File: src/rtl/fetch_sequencer_if.sv
// Instruction-memory fetch channel: one request outstanding, req/gnt accept, rvalid response.
interface fetch_sequencer_if;
    logic        req;
    logic [31:0] addr;
    logic        gnt;
    logic        rvalid;
    logic [31:0] rdata;

    modport master (output req, output addr, input gnt, input rvalid, input rdata);
    modport slave  (input req, input addr, output gnt, output rvalid, output rdata);
endinterface

File: src/rtl/fetch_sequencer.sv
// IF-stage controller: owns PCF, fetches over the imem channel and loads the IF/ID register,
// honouring hazard stalls and EX redirects and discarding wrong-path responses.
module fetch_sequencer #(
    parameter logic [31:0] RESET_PC  = 32'h0000_0000,
    parameter logic [31:0] NOP_INSTR = 32'h0000_0013
) (
    input  logic               clk,
    input  logic               rst,
    input  logic               PCSrcE,
    input  logic [31:0]        PCTargetE,
    input  logic               StallF,
    fetch_sequencer_if.master  imem,
    output logic [31:0]        InstrD,
    output logic [31:0]        PCD,
    output logic [31:0]        PCPlus4D,
    output logic               ValidD
);
    localparam int unsigned XLEN = 32;

    typedef enum logic [1:0] {ST_ISSUE, ST_WAIT, ST_HOLD} state_e;

    state_e            state_q, state_d;
    logic [XLEN-1:0]   pcf_q, pcf_d;
    logic              kill_q, kill_d;
    logic [XLEN-1:0]   hold_q, hold_d;
    logic [XLEN-1:0]   instr_q, instr_d;
    logic [XLEN-1:0]   pcd_q, pcd_d;
    logic [XLEN-1:0]   pcp4_q, pcp4_d;
    logic              valid_q, valid_d;
    logic              load;
    logic [XLEN-1:0]   load_data;
    logic              req_c;

    // A reset that lands while a response is still owed marks it stale so it is dropped on arrival.
    always_ff @(posedge clk) begin
        if (rst) begin
            state_q <= ST_ISSUE;
            pcf_q   <= RESET_PC;
            kill_q  <= ((state_q == ST_WAIT) | kill_q) & ~imem.rvalid;
            hold_q  <= '0;
            instr_q <= NOP_INSTR;
            pcd_q   <= '0;
            pcp4_q  <= '0;
            valid_q <= 1'b0;
        end else begin
            state_q <= state_d;
            pcf_q   <= pcf_d;
            kill_q  <= kill_d;
            hold_q  <= hold_d;
            instr_q <= instr_d;
            pcd_q   <= pcd_d;
            pcp4_q  <= pcp4_d;
            valid_q <= valid_d;
        end
    end

    always_comb begin : next_state
        state_d   = state_q;
        pcf_d     = pcf_q;
        kill_d    = kill_q;
        hold_d    = hold_q;
        instr_d   = instr_q;
        pcd_d     = pcd_q;
        pcp4_d    = pcp4_q;
        valid_d   = valid_q;
        load      = 1'b0;
        load_data = hold_q;

        case (state_q)
            ST_ISSUE: begin
                if (kill_q && imem.rvalid) kill_d = 1'b0;
                if (req_c && imem.gnt)     state_d = ST_WAIT;
            end
            ST_WAIT: begin
                if (imem.rvalid) begin
                    if (kill_q) begin
                        kill_d  = 1'b0;
                        state_d = ST_ISSUE;
                    end else if (StallF) begin
                        hold_d  = imem.rdata;
                        state_d = ST_HOLD;
                    end else begin
                        load      = 1'b1;
                        load_data = imem.rdata;
                        state_d   = ST_ISSUE;
                    end
                end
            end
            ST_HOLD: begin
                if (!StallF) begin
                    load    = 1'b1;
                    state_d = ST_ISSUE;
                end
            end
            default: state_d = ST_ISSUE;
        endcase

        if (load) begin
            instr_d = load_data;
            pcd_d   = pcf_q;
            pcp4_d  = pcf_q + XLEN'(4);
            valid_d = 1'b1;
            pcf_d   = pcf_q + XLEN'(4);
        end else if (!StallF) begin
            instr_d = NOP_INSTR;
            valid_d = 1'b0;
        end

        // Redirect overrides stalls and loads; an in-flight fetch becomes a stale response.
        if (PCSrcE) begin
            pcf_d   = PCTargetE & ~XLEN'(3);
            instr_d = NOP_INSTR;
            valid_d = 1'b0;
            case (state_q)
                ST_ISSUE: begin
                    if (req_c && imem.gnt) begin
                        state_d = ST_WAIT;
                        kill_d  = 1'b1;
                    end else begin
                        state_d = ST_ISSUE;
                    end
                end
                ST_WAIT: begin
                    if (imem.rvalid) begin
                        state_d = ST_ISSUE;
                        kill_d  = 1'b0;
                    end else begin
                        state_d = ST_WAIT;
                        kill_d  = 1'b1;
                    end
                end
                default: state_d = ST_ISSUE;
            endcase
        end
    end

    // Requests pause while a stale response from before reset is still owed.
    always_comb begin : outputs
        req_c     = ~rst & (state_q == ST_ISSUE) & ~kill_q;
        imem.req  = req_c;
        imem.addr = pcf_q;
    end

    assign InstrD   = instr_q;
    assign PCD      = pcd_q;
    assign PCPlus4D = pcp4_q;
    assign ValidD   = valid_q;
endmodule

File: src/flat_wrapper.sv
// flat-port wrapper written by rule: the top's interface ports become plain ports
module fetch_sequencer_flat 
#(
    parameter logic [31:0] RESET_PC  = 32'h0000_0000,
    parameter logic [31:0] NOP_INSTR = 32'h0000_0013
)
  (clk, rst, PCSrcE, PCTargetE, StallF, InstrD, PCD, PCPlus4D, ValidD, imem_req, imem_addr, imem_gnt, imem_rvalid, imem_rdata);
  fetch_sequencer_if imem_i ();
  input  logic clk;
  input  logic rst;
  input  logic PCSrcE;
  input  logic [31:0] PCTargetE;
  input  logic StallF;
  output logic [31:0] InstrD;
  output logic [31:0] PCD;
  output logic [31:0] PCPlus4D;
  output logic ValidD;
  output wire logic [$bits(imem_i.req)-1:0] imem_req;
  output wire logic [$bits(imem_i.addr)-1:0] imem_addr;
  input wire logic [$bits(imem_i.gnt)-1:0] imem_gnt;
  input wire logic [$bits(imem_i.rvalid)-1:0] imem_rvalid;
  input wire logic [$bits(imem_i.rdata)-1:0] imem_rdata;
  assign imem_req = imem_i.req;
  assign imem_addr = imem_i.addr;
  assign imem_i.gnt = imem_gnt;
  assign imem_i.rvalid = imem_rvalid;
  assign imem_i.rdata = imem_rdata;
  fetch_sequencer #(.RESET_PC(RESET_PC), .NOP_INSTR(NOP_INSTR)) u_core (.clk(clk), .rst(rst), .PCSrcE(PCSrcE), .PCTargetE(PCTargetE), .StallF(StallF), .imem(imem_i), .InstrD(InstrD), .PCD(PCD), .PCPlus4D(PCPlus4D), .ValidD(ValidD));
endmodule
File: config.mk
export PLATFORM = sky130hd
export DESIGN_NAME = fetch_sequencer_flat
export DESIGN_NICKNAME = d
export VERILOG_FILES = /design/src/rtl/fetch_sequencer_if.sv /design/src/rtl/fetch_sequencer.sv /design/src/flat_wrapper.sv
export SDC_FILE = /design/constraint.sdc
export NUM_CORES = 1
export LEC_CHECK = 0
export CAP_MARGIN = 20
export CORE_MARGIN = 5
export CORE_UTILIZATION = 51
export DETAILED_ROUTE_END_ITERATION = 8
export HOLD_SLACK_MARGIN = 0.03
export PLACE_DENSITY = 0.94
export SYNTH_ARGS = -nofsm -noshare
export SYNTH_HDL_FRONTEND = slang
export SYNTH_SLANG_ARGS = --single-unit
File: constraint.sdc
create_clock -name clk -period 4.81 [get_ports clk]
set_input_delay 0.481 -clock clk [delete_from_list [all_inputs] [get_ports clk]]
set_output_delay 0.481 -clock clk [all_outputs]
set_load 0.02 [all_outputs]
# After elaboration in Yosys (flattened, before gate mapping)
# Cells that the tools add are included.
# classes
bitwise,7
muxes,32
n_eq_ne,6
n_reduce_logical,7
addsub,1
# op_table
cell,n
$mux 32,8
$add 32x3->32 const B,1
$mux 1,13
$mux 2,6
$ne 3x3->1 const B,2
$pmux 1 s2,3
$pmux 2 s3,1
$pmux 2 s2,1
$reduce_and 4->1,1
$and 1x1->1,3
$ne 3x2->1 const B,1
$not 1->1,3
$reduce_and 3->1,1
$eq 2x1->1 const B,1
$eq 2x2->1 const B,1
$logic_and 1x1->1,2
$logic_not 2->1,1
$ne 2x1->1 const B,1
$reduce_bool 2->1,1
$reduce_or 2->1,1
$or 1x1->1,1
# word_totals
input_bits,70
wordCells,62
output_inout_bits,130
ff_bits,164

# Longest topological paths before layout
# Gate-level depths: netlist of the first run.
# logic_depth
depth_word,8
mapped_depth,11

# Least setup slack after synthesis of the first run
# OpenSTA, ideal clock, no wires.
# synth_timing
path_kind,register to register
start,register u_core.state_q[0]
end,register u_core.state_q[0]
setup_slack_ns,2.681
period_less_slack_ns,2.129
arrival_ns,2.002
path_stages_with_launch,8
n_path_buf,0
cell_sequence,dfxtp_1 inv_1 ha_1 nor3b_1 nand2_1 a221oi_1 mux2i_1 o22ai_1
# synth_between
elab_chain_cells,7
elab_cells_between_ends,14
# synth_lines
element,line,source
"start, declared",fetch_sequencer.sv:22,"state_e state_q, state_d;"
"start signal, assigned",fetch_sequencer.sv:46,state_q <= state_d;
$logic_not 2->1 *,fetch_sequencer.sv:139,req_c = ~rst & (state_q == ST_ISSUE) & ~kill_q;
$and 1x1->1 * (2 in a row),fetch_sequencer.sv:139,
net imem_req,flat_wrapper.sv:18,output wire logic [$bits(imem_i.req)-1:0] imem_req;
$logic_and 1x1->1 *,"fetch_sequencer.sv:72, fetch_sequencer.sv:116",
$mux 1,fetch_sequencer.sv:116,if (req_c && imem.gnt) begin
$pmux 2 s2,fetch_sequencer.sv:114,case (state_q)
$mux 2,fetch_sequencer.sv:110,if (PCSrcE) begin
# Mark *: on every way through the listed nets, which the timed path passes. The rest lies on a longest branch.
# A chain may end at the register's enable or synchronous reset.

# Worst setup path after layout of the first run
# layout_timing
start,register u_core.state_q[0]
end,"register u_core.instr_q[15], in the netlist u_core.InstrD[15]"
# layout_between
elab_chain_cells,3
elab_cells_between_ends,6
# layout_lines
element,line,source
$eq 2x2->1 or $eq 2x1->1 (tied branches),fetch_sequencer.sv:69,case (state_q)
$pmux 1 s2 or $mux 32 (tied branches),fetch_sequencer.sv:69,
$ne 2x1->1 (no source line) or $mux 32 (tied branches),n/a,
"end signal, assigned",fetch_sequencer.sv:50,instr_q <= instr_d;
"end, declared",fetch_sequencer.sv:26,"logic [XLEN-1:0] instr_q, instr_d;"
# Parallel ways exist; a longest one is shown, timed or not.

==> results of run 1 <==
-- cells by family after synthesis --
kind of cell               count (synthesis)  share of synthesized area (%)
other                                      1                         0.0548
AOI/OAI and AO/OA                        226                           20.3
DFF                                      158                           46.2
xor gates and xnor gates                  50                           6.40
and+or+nand+nor                          306                           20.7
buffers and inverters                     79                           5.16
muxes                                      2                          0.293
adders and majority gates                  5                          0.914
-- critical path, cell delays in order (launching register included) --
cell                       delay, ps
sky130_fd_sc_hd__dfxtp_1         380
sky130_fd_sc_hd__inv_1           100
sky130_fd_sc_hd__ha_1            280
sky130_fd_sc_hd__nor2b_1         400
sky130_fd_sc_hd__o21a_4          790
sky130_fd_sc_hd__buf_4           420
sky130_fd_sc_hd__o221ai_1        180
sky130_fd_sc_hd__a21oi_1         170
-- final timing paths --
kind / start / to / slack, ps
setup reg to reg: u_core.state_q[0] / u_core.InstrD[15] / 1990
setup / recovery: u_core.state_q[0] / u_core.InstrD[15] / 1990
hold / removal: u_core.PCD[22] / u_core.PCD[22] / 450
hold reg to reg: u_core.PCD[22] / u_core.PCD[22] / 450
-- cell type report --
cell class	count	area [um^2]
Fill cell	984	3790
Multi-Input combinational cell	595	3360
Sequential cell	158	3160
Timing Repair Buffer	202	2040
Clock buffer	21	450
Tap cell	176	220
Clock inverter	11	141
Inverter	6	22.5
-- layer usage --
metal / vias up / global-route usage [%]
met2: 279 / 42.9
li1: 3167 / -
met1: 3190 / 29.8
met4: 0 / 8.90
met5: - / 0
met3: 38 / 8.04
-- per-stage QoR --
stage	power (mW)	hold slack (ps)	setup WS (ps)	instance area, um^2	std cells
finish	3.07	454	1990	9400	1169
global route	3.17	466	1760	9400	1169
CTS	3.08	454	2000	9370	1168
detailed placement	1.73	445	1660	8780	1136
global placement	1.72	435	1720	8740	1134
floorplan	1.58	436	2680	6860	832
-- cell usage after synthesis, types with 6 or more instances --
| cell type | number |
|---|---|
| sky130_fd_sc_hd__nand4_1 | 11 |
| sky130_fd_sc_hd__nor2_1 | 43 |
| sky130_fd_sc_hd__o221ai_1 | 29 |
| sky130_fd_sc_hd__dfxtp_1 | 158 |
| sky130_fd_sc_hd__clkbuf_1 | 37 |
| sky130_fd_sc_hd__xor2_1 | 37 |
| sky130_fd_sc_hd__buf_2 | 24 |
| sky130_fd_sc_hd__a21oi_1 | 119 |
| sky130_fd_sc_hd__a211oi_1 | 21 |
| sky130_fd_sc_hd__nand2_1 | 188 |
| sky130_fd_sc_hd__o21ai_0 | 31 |
| sky130_fd_sc_hd__xnor2_1 | 13 |
| sky130_fd_sc_hd__nand3_1 | 20 |
| sky130_fd_sc_hd__and3_1 | 6 |
| sky130_fd_sc_hd__buf_4 | 7 |
-- power groups by stage --
stage	Combinational (mW)	Clock [mW]	Sequential [mW]
6_report	0.311	1.37	1.39
5_1_grt	0.333	1.44	1.40
4_1_cts	0.308	1.38	1.39
3_5_place_dp	0.304	0	1.42
3_3_place_gp	0.296	0	1.42
2_1_floorplan	0.152	0	1.43
-- cell usage in the layout, fill, tap and decap left out, types with 5 or more instances in the layout --
cell,instances
sky130_fd_sc_hd__a211oi_1,21
sky130_fd_sc_hd__a21oi_1,119
sky130_fd_sc_hd__a221oi_1,5
sky130_fd_sc_hd__a31oi_1,5
sky130_fd_sc_hd__and3_1,6
sky130_fd_sc_hd__buf_4,9
sky130_fd_sc_hd__clkbuf_16,17
sky130_fd_sc_hd__clkdlybuf4s50_1,190
sky130_fd_sc_hd__conb_1,6
sky130_fd_sc_hd__dfxtp_1,158
sky130_fd_sc_hd__ha_1,5
sky130_fd_sc_hd__nand2_1,188
sky130_fd_sc_hd__nand3_1,20
sky130_fd_sc_hd__nand4_1,11
sky130_fd_sc_hd__nor2_1,42
sky130_fd_sc_hd__nor2b_1,5
sky130_fd_sc_hd__o21ai_0,31
sky130_fd_sc_hd__o221ai_1,29
sky130_fd_sc_hd__xnor2_1,13
sky130_fd_sc_hd__xor2_1,37
-- state kept, by name, indices dropped and copies added (netlist names) --
signal	count
u_core.imem.addr	30
u_core.ValidD	1
u_core.hold_q	32
u_core.kill_q	1
u_core.PCD	30
u_core.state_q	2
u_core.InstrD	32
u_core.PCPlus4D	30
==> flow_summary.toml, run 1 <==
[yosys]
yosysWarningCount = 0
synthesis_stage_register_bit_count = 158
synth_area_um2 = 6840
yosys_most_used_dff = "sky130_fd_sc_hd__dfxtp_1"
ys_types = 56
yosysSeqAreaShare_pct = 46.2
synth.top_cells.by_area = "sky130_fd_sc_hd__dfxtp_1 46%, sky130_fd_sc_hd__nand2_1 10%, sky130_fd_sc_hd__a21oi_1 8.7%, sky130_fd_sc_hd__xor2_1 4.7%, sky130_fd_sc_hd__o221ai_1 3.7%"
biggest_area_consumer_among_synthesized_cells = "sky130_fd_sc_hd__dfxtp_1"
synth-edff-count = 0
syn-instance-count = 827
synth_top_cell_area_share_pct = 46.2
postSynthAreaPerCell_um2 = 8.27
synth-async-reset-ratio_pct = 0

[clocking]
tritoncts = "built"
cts_num_sinks = 158
cts-root-buf = "sky130_fd_sc_hd__clkbuf_16"
postCtsSetupBuffers = 0
cts.reportedPaths.clkPinSlew_ps = 60
post_cts.resized_instances = 0
cts.path.max_buffers = 2
holdBufCountCts = 0
clock_insertion_delay_worst_skew_ps = 430
htree_levels = 4
cts-buffers-inserted = 17

[routing]
wl_met2_um = 10100
routed_wire_length_per_instance_um = 17.6
drt_drc_violations_left = 0
avgViaCountPerCell = 5.71
firstDrtPassIters = 5
drt-initial-drc-count = 572
routed-via-count = 6674
top_layer_used = "met4"
wl_met3_um = 1760
count_of_antenna_violating_nets_left_after_detailed_routing = 0
route.layer.met1.wl_um = 8170
routed_wl_um = 20500

[worst_hold_path]
holdCritPathClass = "reg2reg"
holdPathStages = 2

[global_routing]
antenna_found_initial = 0
grt_pass1_wl_um = 32600
grt_max_degree = 91
gr-usage-all-layers_pct = 25.1
grt_pass1_vias = 6402
grt_remaining_overflow = 0

[power]
sw_frac_of_total_pct = 24.8
share_of_total_power_in_the_clock_network_pct = 44.5
power.sequential.fraction_pct = 45.4
irDropWorstVdd_v = 0.000233
p_int_mw = 2.31
power.density_nw_per_um2 = 327
total_leakage_power_nw = 3.07
power_frac_comb_pct = 10.1
power_switching_mw = 0.763

[floorplanning]
core_area_um2 = 13200
dieArea_um2 = 15800
num_rows = 42
chipWidth_um = 126
ioPinCount = 200
start_util_pct = 51.9
floorplan.die.height_um = 126

[critical_path]
required_ps = 5160
cp-start-kind = "register"
worst_setup_path_end_kind = "register"
timing_worst_setup_path_type = "reg2reg"
worstPathMaxFanout = 90
worstPathArrival_ps = 3170
timing.reg2reg.worst_path_depth = 7

[final_layout]
synthToLayoutAreaGrowth_pct = 37.4
finish.utilization_pct = 71.3
num_antenna_cells = 0
nNetsFinal = 1055
layout_cell_share_with_drive_strength_beyond_1_pct = 6.34

[place]
finalWeightedCongestion = 0.802
dpl.hpwl_um = 13700
buffer_ports.inserted = 191

[flow_run]
maxCapViolCount = 0

[timing]
tightest_slew_ps = 914
fmax_mhz = 354
rsz0062_at_grt = "false"
report.final.slew_viol_count = 0
post-route-min-period_ps = 2820
setup_viol = 0
tns_ps = 0
final_min_period_over_clock_period_pct = 58.6
hold_violations = 0
timing.clock.skew_ps = 9.97
slew_headroom_pct = 39.1

[status]
status = "complete, no violations"
Power figures use the tool's default switching activity.
==> run 2: changes to the inputs <==
- CORE_UTILIZATION: 51 -> 48
- PLACE_DENSITY: 0.94 -> 0.9
- clock period: 4.81 -> 2.85 ns (I/O delays scaled with it)
==> flow_summary.toml, run 2 (same netlist as run 1, synthesis figures left out) <==
[global_routing]
grt_pass1_wl_um = 32800
grt_remaining_overflow = 0
grt_max_degree = 74
gr-usage-all-layers_pct = 24.4
antenna_found_initial = 1
grt_pass1_vias = 6507

[critical_path]
timing_worst_setup_path_type = "reg2reg"
worst_setup_path_end_kind = "register"
required_ps = 3200
worstPathMaxFanout = 29
series_of_cell_instances_along_the_critical_path = "inv_1 > ha_1 > and3b_1 > o21a_4 > buf_4 > o221ai_1 > a21oi_1"
critPathSlowestCell = "sky130_fd_sc_hd__and3b_1"
worstPathArrival_ps = 2740
cp-start-kind = "register"
critical-path-max-stage-delay_ps = 470

[timing]
post-route-min-period_ps = 2390
report.final.slew_viol_count = 0
tns_ps = 0
timing.clock.skew_ps = 12.3
slew_headroom_pct = 43.2
hold_violations = 0
rsz0062_at_grt = "false"
fmax_mhz = 419
setup_viol = 0
fin_worst_hold_slack_ps = 259
tightest_slew_ps = 852
final_min_period_over_clock_period_pct = 83.8

[routing]
count_of_antenna_violating_nets_left_after_detailed_routing = 0
firstDrtPassIters = 5
routed_wire_length_per_instance_um = 17.4
routed_wl_um = 20600
avgViaCountPerCell = 5.62
drt_drc_violations_left = 0
drt-initial-drc-count = 458
routed-via-count = 6656

[clocking]
tritoncts = "built"
cts.path.max_buffers = 2
holdBufCountCts = 0
postCtsSetupBuffers = 0
clock_insertion_delay_worst_skew_ps = 420
htree_levels = 4
cts-root-buf = "sky130_fd_sc_hd__clkbuf_16"
cts-buffers-inserted = 17
cts.reportedPaths.clkPinSlew_ps = 60
cts_num_sinks = 158
post_cts.resized_instances = 0

[place]
buffer_ports.inserted = 191
place.detailed.instances = 1153
finalWeightedCongestion = 0.872
placed_cell_area_um2 = 8880
dpl.hpwl_um = 13800

[final_layout]
final_cell_mix = "190 x sky130_fd_sc_hd__clkdlybuf4s50_1, 188 x sky130_fd_sc_hd__nand2_1, 158 x sky130_fd_sc_hd__dfxtp_1"
nNetsFinal = 1067
synthToLayoutAreaGrowth_pct = 39.3
final_design_area_no_fill_um2 = 9530
num_antenna_cells = 0
layout_cell_share_with_drive_strength_beyond_1_pct = 7.66
layout_commonest_cell = "sky130_fd_sc_hd__clkdlybuf4s50_1"
final-instance-count-excl-fill = 1185

[flow_run]
maxCapViolCount = 0

[floorplanning]
start_util_pct = 49.1
chipWidth_um = 129
core_area_um2 = 13900
ioPinCount = 200
floorplan.die.height_um = 129
num_rows = 43
dieArea_um2 = 16700

[worst_hold_path]
holdCritPathClass = "in2reg"

[status]
status = "complete, no violations"

[power]
total_leakage_power_nw = 3.16
irDropWorstVdd_v = 0.000453
power.density_nw_per_um2 = 564
p_total_mw = 5.38
[run 2: changes by cell type in the layout (fill, tap and decap cells not counted)]
cell | before | now
sky130_fd_sc_hd__clkinv_2 | 4 | 3
sky130_fd_sc_hd__buf_12 | 0 | 2
sky130_fd_sc_hd__inv_8 | 0 | 1
sky130_fd_sc_hd__clkinvlp_4 | 3 | 1
sky130_fd_sc_hd__inv_6 | 0 | 2
sky130_fd_sc_hd__bufinv_16 | 3 | 5
sky130_fd_sc_hd__clkbuf_1 | 3 | 1
sky130_fd_sc_hd__buf_16 | 2 | 0
sky130_fd_sc_hd__buf_4 | 9 | 22
sky130_fd_sc_hd__buf_8 | 1 | 0
[run 2: report_power, final]
part / switching, mW / internal [mW]
Sequential: 0.0836 / 2.26
Combinational: 0.288 / 0.245
Clock: 0.914 / 1.59
Total: 1.28 / 4.09
[run 2: final timing paths]
check                     from                 to  slack [ps]  cells after the start
max          u_core.state_q[1]  u_core.InstrD[18]         460                      7
min                        rst  u_core.hold_q[26]         260                      2
max reg2reg  u_core.state_q[1]  u_core.InstrD[18]         460                      7
min reg2reg   u_core.InstrD[8]   u_core.InstrD[8]         450                      2
[run 2: cell type report]
class | count | area (um^2)
fillers | 1080 | 4400
multi-input cells | 595 | 3360
flip-flops and latches | 158 | 3160
repair buffers | 214 | 2110
clock buffers | 19 | 443
well taps | 180 | 225
clock inverters | 13 | 210
inverters | 6 | 22.5
[run 2: routing by layer]
layer / part of all wire (%) / wire length [um] / track usage (%)
met1: 39 / 8110 / 29.2
met2: 49 / 10000 / 41.7
met3: 11 / 2170 / 8.49
met4: 1.4 / 282 / 7.04
met5: 0.063 / 13 / 0
[run 2: metrics by stage]
step,util (%),worst slack (ps)
final,68.4,463
after global routing,68.4,285
after CTS,68.4,483
after detailed placement,63.7,377
after global placement,63.7,423
after floorplan,-,721
[run 2: critical path, delay by kind of cell (launching register included)]
family          cells  cell delay, ps
fa+ha+maj           1             270
simple gates        1             470
buf+inv             2             470
compound gates      3             760
flops               1             330
